**src/rtl/image_capture_pkg.sv**
```systemverilog
`default_nettype none
// ============================================================================
// image_capture_pkg : frame-buffer geometry shared with the dual-port RAM,
//                     plus the capture FSM state encoding.
// Revision 1.0
// ============================================================================
package image_capture_pkg;

  localparam int SCREEN_WIDTH_DEF  = 176;
  localparam int SCREEN_HEIGHT_DEF = 144;
  localparam int ADDR_W            = 15;

  localparam logic [1:0] ST_WAIT_FRAME  = 2'd0;
  localparam logic [1:0] ST_LINE_IDLE   = 2'd1;
  localparam logic [1:0] ST_LINE_ACTIVE = 2'd2;

endpackage
`default_nettype wire

```
**src/rtl/image_capture_rgb565_to_rgb332.sv**
```systemverilog
`default_nettype none
// ============================================================================
// rgb565_to_rgb332 : packs the most significant colour bits of an RGB565
//                    byte pair into one RGB332 frame-buffer byte.
// Revision 1.0
// ============================================================================
module rgb565_to_rgb332 (
  input  logic [2:0] red_msb,
  input  logic [2:0] green_msb,
  input  logic [1:0] blue_msb,
  output logic [7:0] rgb332
);

  assign rgb332 = {red_msb, green_msb, blue_msb};

endmodule
`default_nettype wire

```
**src/rtl/image_capture.sv**
```systemverilog
`default_nettype none
// ============================================================================
// image_capture : camera byte stream (RGB565, high byte first) to RGB332
//                 frame-buffer write port with x/y addressing.
// Revision 1.0
// ============================================================================
module image_capture
  import image_capture_pkg::*;
#(
  parameter int SCREEN_WIDTH  = SCREEN_WIDTH_DEF,
  parameter int SCREEN_HEIGHT = SCREEN_HEIGHT_DEF
) (
  input  logic              clk,
  input  logic              reset_n,
  input  logic              VSYNC,
  input  logic              HREF,
  input  logic [7:0]        cam_data,
  output logic [ADDR_W-1:0] w_addr,
  output logic              w_en,
  output logic [7:0]        pixel_data,
  output logic              frame_done
);

  localparam int XW = $clog2(SCREEN_WIDTH + 1);
  localparam int YW = $clog2(SCREEN_HEIGHT + 1);
  localparam logic [XW-1:0]     X_MAX   = XW'(SCREEN_WIDTH);
  localparam logic [YW-1:0]     Y_MAX   = YW'(SCREEN_HEIGHT);
  localparam logic [ADDR_W-1:0] WIDTH_A = ADDR_W'(SCREEN_WIDTH);

  logic [1:0]        state_q, state_d;
  logic [XW-1:0]     x_q, x_d;
  logic [YW-1:0]     y_q, y_d;
  logic              phase_q, phase_d;
  logic [5:0]        hi_q, hi_d;
  logic              armed_q, armed_d;
  logic              w_en_q, w_en_d;
  logic [ADDR_W-1:0] w_addr_q, w_addr_d;
  logic [7:0]        pixel_data_q, pixel_data_d;
  logic              frame_done_q, frame_done_d;
  logic [7:0]        pix_w;

  rgb565_to_rgb332 u_pack (
    .red_msb   (hi_q[5:3]),
    .green_msb (hi_q[2:0]),
    .blue_msb  (cam_data[4:3]),
    .rgb332    (pix_w)
  );

  always_comb begin
    state_d      = state_q;
    x_d          = x_q;
    y_d          = y_q;
    phase_d      = phase_q;
    hi_d         = hi_q;
    // A frame may only start after VSYNC has been seen high since reset.
    armed_d      = armed_q | VSYNC;
    w_en_d       = 1'b0;
    w_addr_d     = w_addr_q;
    pixel_data_d = pixel_data_q;
    frame_done_d = 1'b0;

    if (VSYNC) begin
      state_d = ST_WAIT_FRAME;
      phase_d = 1'b0;
      if (state_q != ST_WAIT_FRAME && y_q != '0) frame_done_d = 1'b1;
    end else begin
      case (state_q)
        ST_WAIT_FRAME: begin
          if (armed_q) begin
            state_d = ST_LINE_IDLE;
            x_d     = '0;
            y_d     = '0;
            phase_d = 1'b0;
          end
        end
        ST_LINE_IDLE, ST_LINE_ACTIVE: begin
          if (HREF) begin
            state_d = ST_LINE_ACTIVE;
            phase_d = ~phase_q;
            if (!phase_q) begin
              hi_d = {cam_data[7:5], cam_data[2:0]};
            end else if (x_q != X_MAX) begin
              x_d = x_q + XW'(1);
              if (y_q != Y_MAX) begin
                w_en_d       = 1'b1;
                w_addr_d     = ADDR_W'(y_q) * WIDTH_A + ADDR_W'(x_q);
                pixel_data_d = pix_w;
              end
            end
          end else if (state_q == ST_LINE_ACTIVE) begin
            // End of line: any unpaired high byte is simply dropped.
            state_d = ST_LINE_IDLE;
            x_d     = '0;
            phase_d = 1'b0;
            if (y_q != Y_MAX) y_d = y_q + YW'(1);
          end
        end
        default: state_d = ST_WAIT_FRAME;
      endcase
    end
  end

  always_ff @(posedge clk or negedge reset_n) begin
    if (!reset_n) begin
      state_q      <= ST_WAIT_FRAME;
      x_q          <= '0;
      y_q          <= '0;
      phase_q      <= 1'b0;
      hi_q         <= '0;
      armed_q      <= 1'b0;
      w_en_q       <= 1'b0;
      w_addr_q     <= '0;
      pixel_data_q <= '0;
      frame_done_q <= 1'b0;
    end else begin
      state_q      <= state_d;
      x_q          <= x_d;
      y_q          <= y_d;
      phase_q      <= phase_d;
      hi_q         <= hi_d;
      armed_q      <= armed_d;
      w_en_q       <= w_en_d;
      w_addr_q     <= w_addr_d;
      pixel_data_q <= pixel_data_d;
      frame_done_q <= frame_done_d;
    end
  end

  assign w_en       = w_en_q;
  assign w_addr     = w_addr_q;
  assign pixel_data = pixel_data_q;
  assign frame_done = frame_done_q;

endmodule
`default_nettype wire

```
**config.mk**
```make
export PLATFORM = sky130hd
export DESIGN_NAME = image_capture
export DESIGN_NICKNAME = d
export VERILOG_FILES = /design/src/rtl/image_capture_pkg.sv /design/src/rtl/image_capture_rgb565_to_rgb332.sv /design/src/rtl/image_capture.sv
export SDC_FILE = /design/constraint.sdc
export NUM_CORES = 1
export LEC_CHECK = 0
export BUFFER_PORTS_ARGS = -buffer_cell sky130_fd_sc_hd__buf_2
export CAP_MARGIN = 20
export CORE_UTILIZATION = 53
export DETAILED_ROUTE_END_ITERATION = 6
export PLACE_DENSITY = 0.74
export SKIP_CTS_REPAIR_TIMING = 1
export SYNTH_ARGS = -nofsm -noshare
export SYNTH_HDL_FRONTEND = slang
export SYNTH_SLANG_ARGS = --single-unit
```
**constraint.sdc**
```tcl
create_clock -name clk -period 8 [get_ports clk]
set_input_delay 1.2 -clock clk [delete_from_list [all_inputs] [get_ports clk]]
set_output_delay 1.2 -clock clk [all_outputs]
set_load 0.005 [all_outputs]
```
# Word level (Yosys, flattened, before mapping)
# Cells that the tools add are included.
[totals] input_bits=12 out_inout_bits=25 word_cells=71 reg_bits=51
[op_classes] eq_ne=13 muxes=28 add_sub_neg=3 bitwise=3 reduce_logical=13 mul=1
[ops] op="$mux 8" n=8
[ops] op="$pmux 8 s2" n=2
[ops] op="$reduce_and 6->1" n=3
[ops] op="$add 8x1->8 const B" n=2
[ops] op="$ne 8x8->1 const B" n=2
[ops] op="$add 15x8->15" n=1
[ops] op="$mux 1" n=12
[ops] op="$ne 3x3->1 const B" n=4
[ops] op="$mul 8x4->11 const B" n=1
[ops] op="$mux 2" n=4
[ops] op="$ne 2x2->1 const B" n=4
[ops] op="$reduce_bool 8->1" n=1
[ops] op="$ne 4x4->1 const B" n=1
[ops] op="$pmux 2 s2" n=1
[ops] op="$reduce_and 4->1" n=1
[ops] op="$reduce_bool 2->1" n=2
[ops] op="$reduce_and 3->1" n=1
[ops] op="$reduce_bool 3->1" n=1
[ops] op="$eq 2x1->1 const B" n=1
[ops] op="$eq 2x2->1 const B" n=1
[ops] op="$logic_not 2->1" n=1
[ops] op="$not 1->1" n=2
[ops] op="$pmux 1 s2" n=1
[ops] op="$reduce_and 2->1" n=1
[ops] op="3 further kinds" n=3

# Longest topological paths before layout
# Gate-level depths: netlist (run 1).
[depth] word_depth=7 ltp_mapped=11

# Hierarchy
# From an unflattened synthesis (run 1), not the netlist that was laid out.
[hier_totals] cells_unflattened=323 area_unflattened_um2=3261.9
[modules_own_cells] mod="image_capture" seq_area_each_um2=1276.2 instances=1 cells_each=315 area_per_inst_um2=3201.8
[modules_own_cells] mod="rgb565_to_rgb332" seq_area_each_um2=0.0 instances=1 cells_each=8 area_per_inst_um2=60.1

# Least setup slack after synthesis (run 1)
# No wires, ideal clock.
[synth_timing] kind="flip-flop to flip-flop" from="register y_q[4]" to="register w_addr_q[13], in the netlist w_addr[13]" t_arrival_ps=2895 setup_time_ps=125 setup_slack_ps=4980 required_time_ps=7875 path_stages_with_launch=12 path_cell_list="dfrtp_1 ha_1 inv_1 fa_1 inv_1 ha_1 o21ai_0 nor2_1 nor4_1 nand4_1 xnor2_1 mux2_2"
[synth_between] elab_chain_cells=2 word_cells_on_any_way=4 classes_between="add/sub: 1; mul: 1; eq/ne: 1; reduce/logical: 1"
[synth_lines] element="start: declaration" line="image_capture.sv:32" rtl="logic [YW-1:0] y_q, y_d;"
[synth_lines] element="start signal: assignment" line="image_capture.sv:118" rtl="y_q <= y_d;"
[synth_lines] element="$mul 8x4->11 / $ne 8x8->1 (equally long branches)" line="image_capture.sv:86, image_capture.sv:84"
[synth_lines] element="$add 15x8->15 / $reduce_and 6->1 (equally long branches)"
[synth_lines] element="end signal: assignment" line="image_capture.sv:123" rtl="w_addr_q <= w_addr_d;"
[synth_lines] element="end: declaration" line="image_capture.sv:37" rtl="logic [ADDR_W-1:0] w_addr_q, w_addr_d;"
# Several ways; a longest one is shown, not always the timed one.
# A chain may end at the register's enable or synchronous reset.

# Worst setup path after layout (run 1)
# Same ends and word-level chain as after synthesis.

==> flow_metrics.env, run 1 <==
export IMPL_ios=37
export IMPL_hold_viol=0
export IMPL_rr_startpoint="y_q[4]"
export IMPL_power_density_mw_per_mm2=310
export IMPL_clk_pin_slew_ps=90
export IMPL_via_per_inst=5.54
export IMPL_synth_top_family_by_area="simple AND/OR/NAND/NOR gates"
export IMPL_grt_max_degree=52
export IMPL_cp_cell_sequence="ha_1 -> inv_1 -> fa_1 -> inv_1 -> ha_1 -> o21ai_0 -> nor2_1 -> nor4_1 -> nand4_1 -> xnor2_1 -> mux2_2"
export IMPL_globalplace_congestion=0.828
export IMPL_end_kind="flip-flop"
export IMPL_worst_pin_slew_ps=1020
export IMPL_grt_overflow=0
export IMPL_holdCritPathClass="reg -> reg"
export IMPL_totalWireLength_um=5840
export IMPL_max_slew_margin_rel_pct=31.6
export IMPL_cts_sinks=51
export IMPL_final_instance_count_excl_fill=427
export IMPL_syn_nets=362
export IMPL_slowest_delay_ps=520
export IMPL_cp_start_kind="flip-flop"
export IMPL_wl_per_cell_um=13.7
export IMPL_worstPathRequired_ps=8200
export IMPL_ys_async_sr_fraction_pct=100
export IMPL_route_vias_total=2366
export IMPL_die_x_um=79.3
export IMPL_fmax_mhz=303
export IMPL_worstSetupPathType="reg -> reg"
export IMPL_skew_ps=5.10
export IMPL_placement_io_buffers=36
export IMPL_slew_violations=0
export IMPL_die_area_mm2=0.00629
export IMPL_drc=0
export IMPL_cpMaxStageDelayCell="dfrtp_1"
export IMPL_synth_ff_type="dfrtp_1"
export IMPL_synth_area_mm2=0.00317
export IMPL_synth_seq_cells=51
export IMPL_root_buffer="clkbuf_8"
export IMPL_synth_distinct_cells=45
export IMPL_antenna_left=0
export IMPL_startpoint="y_q[4]"
export IMPL_fill_cells=468
export IMPL_finalSetupViolations=0
export IMPL_worstPathArrival_ps=3500
export IMPL_irDropWorstVdd_v=0.000147
export IMPL_clock_path_buffers=2
export IMPL_synth_top_cell_area_share_pct=40.3
export IMPL_synthCells=314
export IMPL_ys_top_cells_by_count="dfrtp_1, ha_1, nor2_1, inv_1, nand2_1"
export IMPL_crit_fanout=10
export IMPL_diodes=0
export IMPL_synthAdderAreaFrac_pct=15.6
export IMPL_cts_tree="built"
export IMPL_crit_buf_inv=2
export IMPL_critPathTopFamily="adder cells"
export IMPL_grt_pass1_vias=2239
export IMPL_start_util_pct=56.2
export IMPL_final_core_util_pct=62.5
export IMPL_hp_start="w_addr[14]"
export IMPL_cts_buffers=5
export IMPL_drive_gt1_share_pct=21.7
export IMPL_maxCapViolations=0
export IMPL_synthesis_area_per_instance_um2=10.1
export IMPL_setup_tns_ps=0
export IMPL_synth_compound_area_share_pct=11.7
export IMPL_finalPower_w=0.00109
export IMPL_rows=27
export IMPL_synth_edf_count=0
export IMPL_synth_area_leaders="dfrtp_1, ha_1, mux2_2, fa_1, nor2_1"
export IMPL_grt_pass1_wl_um=9890
export IMPL_synthSimpleGateAreaFrac_pct=15.8
export IMPL_clk_latency_ps=300
export IMPL_placedCellCount=419
export IMPL_p_leak_nw=1.75
export IMPL_hpwl_um=4420
export IMPL_synth_area_leader_cell="dfrtp_1"
export IMPL_syn2layout_area_growth_pct=11.3
export IMPL_synth_warnings=0
export IMPL_antenna_found_initial=0
export IMPL_outcome="complete, no violations"
export IMPL_period_share_pct=41.3
export IMPL_num_nets_final=402
export IMPL_seq_area_mm2=0.00128
export IMPL_grt_use_total_pct=20.4
export IMPL_multi_input_area_mm2=0.00177
export IMPL_synth_most_common_cell="dfrtp_1"
export IMPL_rsz0062_at_grt="no"
export IMPL_synth_xor_xnor_area_share_pct=4.70
export IMPL_synth_seq_area_share_pct=40.3
export IMPL_coreArea_mm2=0.00564
export IMPL_die_h_um=79.3
export IMPL_whs_ps=489
export IMPL_drt_first_pass_iters=4
export IMPL_drtIter0Drc=105
export IMPL_period_needed_ps=3300
export IMPL_synthMuxAreaShare_pct=7.78
export IMPL_h_tree_depth=2
## sequential cells by signal (all words and copies together) (netlist names)
signal      flops
hi_q            6
y_q             8
frame_done      1
armed_q         1
w_addr         15
pixel_data      8
w_en            1
x_q             8
phase_q         1
state_q         2
## metrics by stage
| step | area (um^2) | setup slack, ps |
|---|---|---|
| after detailed placement | 3430 | 4720 |
| after CTS | 3530 | 4710 |
| after floorplan | 3170 | 4980 |
| after global routing | 3530 | 4400 |
| after global placement | 3430 | 4830 |
| final | 3530 | 4700 |
## logic make-up after synthesis
family	Yosys count
simple gates	100
compound gates	57
flops	51
fa+ha+maj	36
buf+inv	31
mux	22
xor+xnor	17
## report_power, final
part           switching, W  leakage, nW  internal (W)
combinational      0.000298         1.02      0.000245
sequential        0.0000618        0.676      0.000332
clock             0.0000861       0.0474     0.0000707
total              0.000446         1.75      0.000648
## layout by cell type, fill, tap and decap left out, types with 6 or more instances in the layout
cell type / n
dfrtp_1: 51
buf_2: 36
ha_1: 30
nor2_1: 28
inv_1: 26
nand2_1: 26
mux2_2: 21
o21ai_0: 17
a21oi_1: 13
nor3_1: 11
xor2_1: 10
nand3_1: 7
xnor2_1: 7
fa_1: 6
clkbuf_8: 6
## layout make-up
cell class / instances / area share (%)
Sequential cell: 51 / 36.2
Timing Repair Buffer: 38 / 5.53
Clock buffer: 6 / 2.34
Tap cell: 72 / 2.55
Multi-Input combinational cell: 232 / 50.2
Inverter: 26 / 2.77
Clock inverter: 2 / 0.461
## metal layers
layer / track usage [%] / routed length [um] / part of all wire (%)
met2: 35.3 / 2830 / 48
met4: 6.18 / 76 / 1.3
met3: 4.14 / 199 / 3.4
met1: 25.4 / 2740 / 47
met5: 0 / 0 / 0
## worst paths after layout
| check | slack [ps] | depth (start not counted) | to |
|---|---|---|---|
| max | 4700 | 11 | w_addr[13] |
| min | 490 | 2 | w_addr[14] |
| max reg2reg | 4700 | 11 | w_addr[13] |
| min reg2reg | 490 | 2 | w_addr[14] |
| max in group asynchronous | 6590 | 2 | y_q[1] |
| min in group asynchronous | 990 | 2 | w_addr[11] |
## worst reg2reg max path, stage by stage (launching register included)
cell	delay, ps
dfrtp_1	520
ha_1	340
inv_1	50
fa_1	490
inv_1	40
ha_1	350
o21ai_0	370
nor2_1	100
nor4_1	370
nand4_1	160
xnor2_1	140
mux2_2	260
No activity file was read; power rests on OpenSTA's default activity.
==> inputs of run 2 (changes only) <==
--- a/config.mk
+++ b/config.mk
@@ -5,11 +5,12 @@
 export SDC_FILE = /design/constraint.sdc
 export NUM_CORES = 1
 export LEC_CHECK = 0
+export ABC_AREA = 1
 export BUFFER_PORTS_ARGS = -buffer_cell sky130_fd_sc_hd__buf_2
 export CAP_MARGIN = 20
 export CORE_UTILIZATION = 53
 export DETAILED_ROUTE_END_ITERATION = 6
-export PLACE_DENSITY = 0.74
+export PLACE_DENSITY = 0.73
 export SKIP_CTS_REPAIR_TIMING = 1
 export SYNTH_ARGS = -nofsm -noshare
 export SYNTH_HDL_FRONTEND = slang
==> constraint.sdc (replaced) <==
create_clock -name clk -period 3.3 [get_ports clk]
set_input_delay 0.495 -clock clk [delete_from_list [all_inputs] [get_ports clk]]
set_output_delay 0.495 -clock clk [all_outputs]
set_load 0.005 [all_outputs]
==> run 2 against run 1 <==
Compared with the run above:
- register-to-register slack lost 4200 ps
- wire length increased by 11%
- sequential share of layout area decreased by 2.0 points
- design area is 5.7% higher
- cell count rose by 25%
- first-iteration DRC count grew 43%
- via count up 14%
- fmax grew 17%
- critical path type unchanged
==> flow_metrics.env, run 2 <==
export IMPL_drc=0
export IMPL_cpMostUsedCell="ha_1"
export IMPL_max_slew_margin_rel_pct=45.7
export IMPL_largest_reg_flops=15
export IMPL_grt_pass1_wl_um=10900
export IMPL_worst_pin_slew_ps=815
export IMPL_mostFrequentLayoutCells="nand2_1, inv_1, dfrtp_1"
export IMPL_fin_ws_ps=484
export IMPL_worstPathArrival_ps=3020
export IMPL_period_share_pct=85.3
export IMPL_synth_top_cell_area_share_pct=37.5
export IMPL_rrSetupSlack_ps=480
export IMPL_synth_area_mm2=0.00340
export IMPL_holdCritPathClass="in -> async"
export IMPL_ys_async_sr_fraction_pct=100
export IMPL_synth_warnings=0
export IMPL_num_nets_final=505
export IMPL_synth_seq_cells=51
export IMPL_grt_overflow=0
export IMPL_end_kind="flip-flop"
export IMPL_reg2reg_to="w_addr[14]"
export IMPL_cpMaxStageDelayCell="dfrtp_1"
export IMPL_globalplace_congestion=0.905
export IMPL_start_util_pct=56.2
export IMPL_drive_gt1_share_pct=16.8
export IMPL_cts_buffers=5
export IMPL_hpwl_um=4980
export IMPL_die_x_um=82.1
export IMPL_grt_use_total_pct=20.9
export IMPL_wl_per_cell_um=12.2
export IMPL_antenna_found_initial=0
export IMPL_clk_pin_slew_ps=100
export IMPL_antenna_left=0
export IMPL_clock_path_buffers=2
export IMPL_synth_distinct_cells=36
export IMPL_syn_nets=467
export IMPL_drtIter0Drc=150
export IMPL_slowest_delay_ps=470
export IMPL_outcome="complete, no violations"
export IMPL_placement_io_buffers=36
export IMPL_cp_cell_sequence="ha_1 -> ha_1 -> fa_1 -> ha_1 -> nand2_1 -> inv_1 -> a21oi_1 -> nor2_2 -> nand3_2 -> nor2_2 -> nand3_1 -> nand3_1 -> nand2_1"
export IMPL_power_density_mw_per_mm2=494
export IMPL_drt_first_pass_iters=4
export IMPL_r2r_cells=13
export IMPL_period_needed_ps=2820
export IMPL_synth_area_leader_cell="dfrtp_1"
export IMPL_die_h_um=82.1
export IMPL_crit_buf_inv=1
export IMPL_synth_edf_count=0
export IMPL_ys_top_cells_by_count="nand2_1, inv_1, dfrtp_1, ha_1, nand3_1"
export IMPL_synth_most_common_cell="nand2_1"
export IMPL_totalWireLength_um=6510
export IMPL_cts_tree="built"
export IMPL_maxCapViolations=0
export IMPL_dp_slack_ps=495
export IMPL_layout_commonest_cell="nand2_1"
export IMPL_synthesis_area_per_instance_um2=8.13
export IMPL_p_leak_nw=2.00
export IMPL_critPathTopFamily="adder cells"
export IMPL_synth_seq_area_share_pct=37.5
export IMPL_finalSetupViolations=0
export IMPL_diodes=0
export IMPL_rr_startpoint="y_q[0]"
export IMPL_cp_start_kind="flip-flop"
export IMPL_h_tree_depth=2
export IMPL_synth_ff_type="dfrtp_1"
export IMPL_hold_viol=0
export IMPL_worstPathRequired_ps=3510
export IMPL_ios=37
export IMPL_die_area_mm2=0.00675
export IMPL_rows=28
export IMPL_coreArea_mm2=0.00606
export IMPL_synthCells=419
export IMPL_root_buffer="clkbuf_8"
export IMPL_grt_max_degree=38
export IMPL_syn2layout_area_growth_pct=9.56
export IMPL_irDropWorstVdd_v=0.000331
export IMPL_slew_violations=0
export IMPL_skew_ps=5.82
export IMPL_cts_sinks=51
export IMPL_fmax_mhz=355
export IMPL_rsz0062_at_grt="no"
export IMPL_synth_area_leaders="dfrtp_1, nand2_1, ha_1, inv_1, nand3_1"
export IMPL_route_vias_total=2707
export IMPL_setup_tns_ps=0
export IMPL_grt_pass1_vias=2511
export IMPL_crit_fanout=6
export IMPL_via_per_inst=5.08
export IMPL_worstSetupPathType="reg -> reg"
export IMPL_clk_latency_ps=300
[run 2: cell count changes after synthesis, moves of 6 or more]
| cell | previous run | this run |
|---|---|---|
| nand2_1 | 26 | 120 |
| inv_1 | 26 | 57 |
| nand3_1 | 7 | 26 |
| mux2_2 | 21 | 5 |
| o21ai_1 | 3 | 18 |
| o21ai_0 | 17 | 6 |
| nor2_1 | 28 | 22 |
[run 2: worst max-delay path by stage]
| stage | startpoint | to | slack [ps] | cells after the start |
|---|---|---|---|---|
| 2_1_floorplan | y_q[0] | w_addr[14] | 690 | 13 |
| 3_3_place_gp | y_q[3] | w_addr[13] | 590 | 15 |
| 3_5_place_dp | y_q[0] | w_addr[14] | 490 | 13 |
| 5_1_grt | y_q[3] | w_addr[13] | 270 | 15 |
| 4_1_cts | y_q[0] | w_addr[14] | 470 | 13 |
| 6_report | y_q[0] | w_addr[14] | 480 | 13 |
[run 2: layer usage]
metal,vias up,track usage [%],share of wire [%]
li1,1426,-,-
met1,1250,27.3,48
met2,25,36.4,49
met3,6,3.08,1.4
met4,0,5.09,1.0
met5,-,0,0
[run 2: cell families (layout without fill, tap and decap cells)]
family	count (synthesis)	in the layout	synth area share, %
XOR/XNOR	13	13	3.34
AO/OA/AOI/OAI	42	42	7.31
AND/OR/NAND/NOR	203	203	27.0
multiplexers	5	5	1.65
flip-flops	51	51	37.5
buffers and inverters	69	108	8.67
adder cells (fa/ha/maj)	36	36	14.6
[run 2: through the flow]
stage | util (%) | cells | area, um^2 | hold slack, ps | total power, W
finish | 61.5 | 533 | 3730 | 270 | 0.00184
global route | 61.5 | 533 | 3730 | 345 | 0.00198
CTS | 61.5 | 533 | 3730 | 294 | 0.00186
detailed placement | 59.9 | 525 | 3630 | 438 | 0.00148
global placement | 59.9 | 525 | 3630 | 430 | 0.00145
floorplan | - | 419 | 3400 | 199 | 0.00128
[run 2: power breakdown]
group	switching (W)	internal, W	leakage (nW)
clock	0.000230	0.000158	0.0502
sequential	0.0000826	0.000764	0.685
combinational	0.000361	0.000249	1.26
total	0.000674	0.00117	2.00
[run 2: layout make-up]
cell class / instances / area, um^2
Inverter: 63 / 241
Tap cell: 75 / 93.8
Clock buffer: 5 / 68.8
Multi-Input combinational cell: 299 / 1830
Sequential cell: 51 / 1280
Timing Repair Buffer: 37 / 188
Fill cell: 548 / 2330
Clock inverter: 3 / 28.8
==> inputs of run 3 (changes only) <==
--- a/config.mk
+++ b/config.mk
@@ -10,6 +10,7 @@
 export CAP_MARGIN = 20
 export CORE_UTILIZATION = 53
 export DETAILED_ROUTE_END_ITERATION = 6
+export GPL_TIMING_DRIVEN = 0
 export PLACE_DENSITY = 0.73
 export SKIP_CTS_REPAIR_TIMING = 1
 export SYNTH_ARGS = -nofsm -noshare
==> run 3 against run 2 <==
Compared with the run above:
- cell count up 1.1%
- clock skew grew 0.86 ps
- clock power rose by 1%
- sequential power about the same
- design area increased by 1.8%
- first-iteration DRC count shrank 47%
- critical path depth stayed put
- largest cell class unchanged
- highest routed layer unchanged
- combinational power grew 3.4%
- total power grew 1.3%
==> flow_metrics.env, run 3 (synthesized netlist as in run 2, its figures left out) <==
export IMPL_slowest_delay_ps=480
export IMPL_worstSetupPathType="reg -> reg"
export IMPL_fill_cells=552
export IMPL_drt_first_pass_iters=4
export IMPL_placed_cell_area_mm2=0.00368
export IMPL_fmax_mhz=350
export IMPL_stdcell_area_mm2=0.00380
export IMPL_ios=37
export IMPL_cp_depth=13
export IMPL_grt_overflow=0
export IMPL_power_switching_w=0.000678
export IMPL_setup_tns_ps=0
export IMPL_slew_violations=0
export IMPL_drc=0
export IMPL_placement_io_buffers=36
export IMPL_rr_startpoint="y_q[0]"
export IMPL_holdCritPathClass="in -> async"
export IMPL_maxCapViolations=0
export IMPL_antenna_left=0
export IMPL_grt_max_degree=52
export IMPL_p_leak_nw=2.03
export IMPL_grt_pass1_wl_um=10900
export IMPL_irDropWorstVdd_v=0.000374
export IMPL_r2r_cells=13
export IMPL_max_slew_margin_rel_pct=74.3
export IMPL_end_kind="flip-flop"
export IMPL_syn2layout_area_growth_pct=11.5
export IMPL_wl_per_cell_um=12.1
export IMPL_route_vias_total=2741
export IMPL_p_clk_share_pct=21.0
export IMPL_skew_ps=6.68
export IMPL_die_h_um=82.1
export IMPL_cp_cell_sequence="ha_1 -> ha_1 -> fa_1 -> ha_1 -> nand2_1 -> inv_1 -> a21oi_1 -> nor2_2 -> nand3_2 -> nor2_2 -> nand3_1 -> nand3_1 -> nand2_1"
export IMPL_power_density_mw_per_mm2=492
export IMPL_die_area_mm2=0.00675
export IMPL_layout_commonest_cell="nand2_1"
export IMPL_outcome="complete, no violations"
export IMPL_cpMaxStageDelayCell="fa_1"
export IMPL_reg2reg_to="w_addr[14]"
export IMPL_root_buffer="clkbuf_8"
export IMPL_clk_latency_ps=320
export IMPL_cts_tree="built"
export IMPL_power_frac_seq_pct=45.2
export IMPL_drive_gt1_share_pct=17.9
export IMPL_finalSetupViolations=0
export IMPL_p_int_w=0.00119
export IMPL_worstPathRequired_ps=3510
export IMPL_cts_sinks=51
export IMPL_globalplace_congestion=0.908
export IMPL_mostFrequentLayoutCells="nand2_1, inv_1, dfrtp_1"
export IMPL_h_tree_depth=2
export IMPL_largest_reg_flops=15
export IMPL_cpMostUsedCell="ha_1"
export IMPL_num_nets_final=511
export IMPL_power_share_switching_pct=36.3
export IMPL_die_x_um=82.1
export IMPL_final_core_util_pct=62.6
export IMPL_comb_power_share_pct=33.8
export IMPL_totalWireLength_um=6550
export IMPL_start_util_pct=56.2
export IMPL_grt_pass1_vias=2543
export IMPL_drtIter0Drc=79
export IMPL_coreArea_mm2=0.00606
export IMPL_cts_buffers=5
export IMPL_antenna_found_initial=0
export IMPL_grt_use_total_pct=21.3
export IMPL_cp_start_kind="flip-flop"
export IMPL_rows=28
export IMPL_rsz0062_at_grt="no"
export IMPL_rrSetupSlack_ps=450
export IMPL_period_share_pct=86.5
export IMPL_worstPathArrival_ps=3070
export IMPL_via_per_inst=5.09
export IMPL_worst_pin_slew_ps=386
export IMPL_clock_path_buffers=2
export IMPL_period_needed_ps=2850
export IMPL_clk_pin_slew_ps=100
export IMPL_critPathTopFamily="adder cells"
export IMPL_crit_fanout=6
export IMPL_diodes=0
export IMPL_hpwl_um=5050
export IMPL_crit_buf_inv=1
export IMPL_hold_viol=0
==> run 3: cell types whose count changed in the layout (fill, tap and decap cells not counted), sizes merged <==
cell / change
buf: +6
==> run 3: power by group through the flow <==
stage          clock network, W  registers, W  logic (W)
6_report               0.000392      0.000845   0.000631
4_1_cts                0.000408      0.000846   0.000638
3_5_place_dp                  0      0.000859   0.000637
5_1_grt                0.000425      0.000864   0.000720
3_3_place_gp                  0      0.000853   0.000617
2_1_floorplan                 0      0.000856   0.000429
==> run 3: worst max path at each step <==
stage / from / endpoint / slack (ps)
CTS: y_q[0] / w_addr[14] / 430
detailed placement: y_q[0] / w_addr[14] / 470
global placement: y_q[0] / w_addr[14] / 500
global route: y_q[4] / w_addr[13] / 240
finish: y_q[0] / w_addr[14] / 450
floorplan: y_q[0] / w_addr[14] / 690
==> run 3: cell type report <==
cell class | count | area (um^2) | share of cell area, %
multi-input cells | 299 | 1830 | 48.3
clock inverters | 3 | 28.8 | 0.758
repair buffers | 37 | 200 | 5.27
clock buffers | 5 | 68.8 | 1.81
inverters | 63 | 241 | 6.36
flip-flops and latches | 51 | 1280 | 33.6
well taps | 75 | 93.8 | 2.47
plain buffers | 6 | 53.8 | 1.42
==> run 3: metrics by stage <==
step | cells | setup WS [ps] | hold WS (ps) | total power, W
3_5_place_dp | 530 | 471 | 446 | 0.00150
3_3_place_gp | 530 | 501 | 429 | 0.00147
5_1_grt | 539 | 238 | 67.8 | 0.00201
6_report | 539 | 446 | 59.2 | 0.00187
4_1_cts | 538 | 433 | 361 | 0.00189
2_1_floorplan | 419 | 688 | 199 | 0.00128
==> run 3: worst reg2reg max path, stage by stage, from the launching register on <==
cell     delay [ps]
dfrtp_1         470
ha_1            330
ha_1            320
fa_1            480
ha_1            340
nand2_1          60
inv_1            50
a21oi_1          90
nor2_2          130
nand3_2         130
nor2_2          140
nand3_1          70
nand3_1         100
nand2_1          50
==> run 3: routing by layer <==
metal / vias to the layer above / wire length, um / track usage, %
met5: - / 0 / 0
met4: 0 / 102 / 6.49
met3: 11 / 157 / 4.51
met2: 30 / 3130 / 36.8
met1: 1271 / 3160 / 26.6
li1: 1429 / - / -
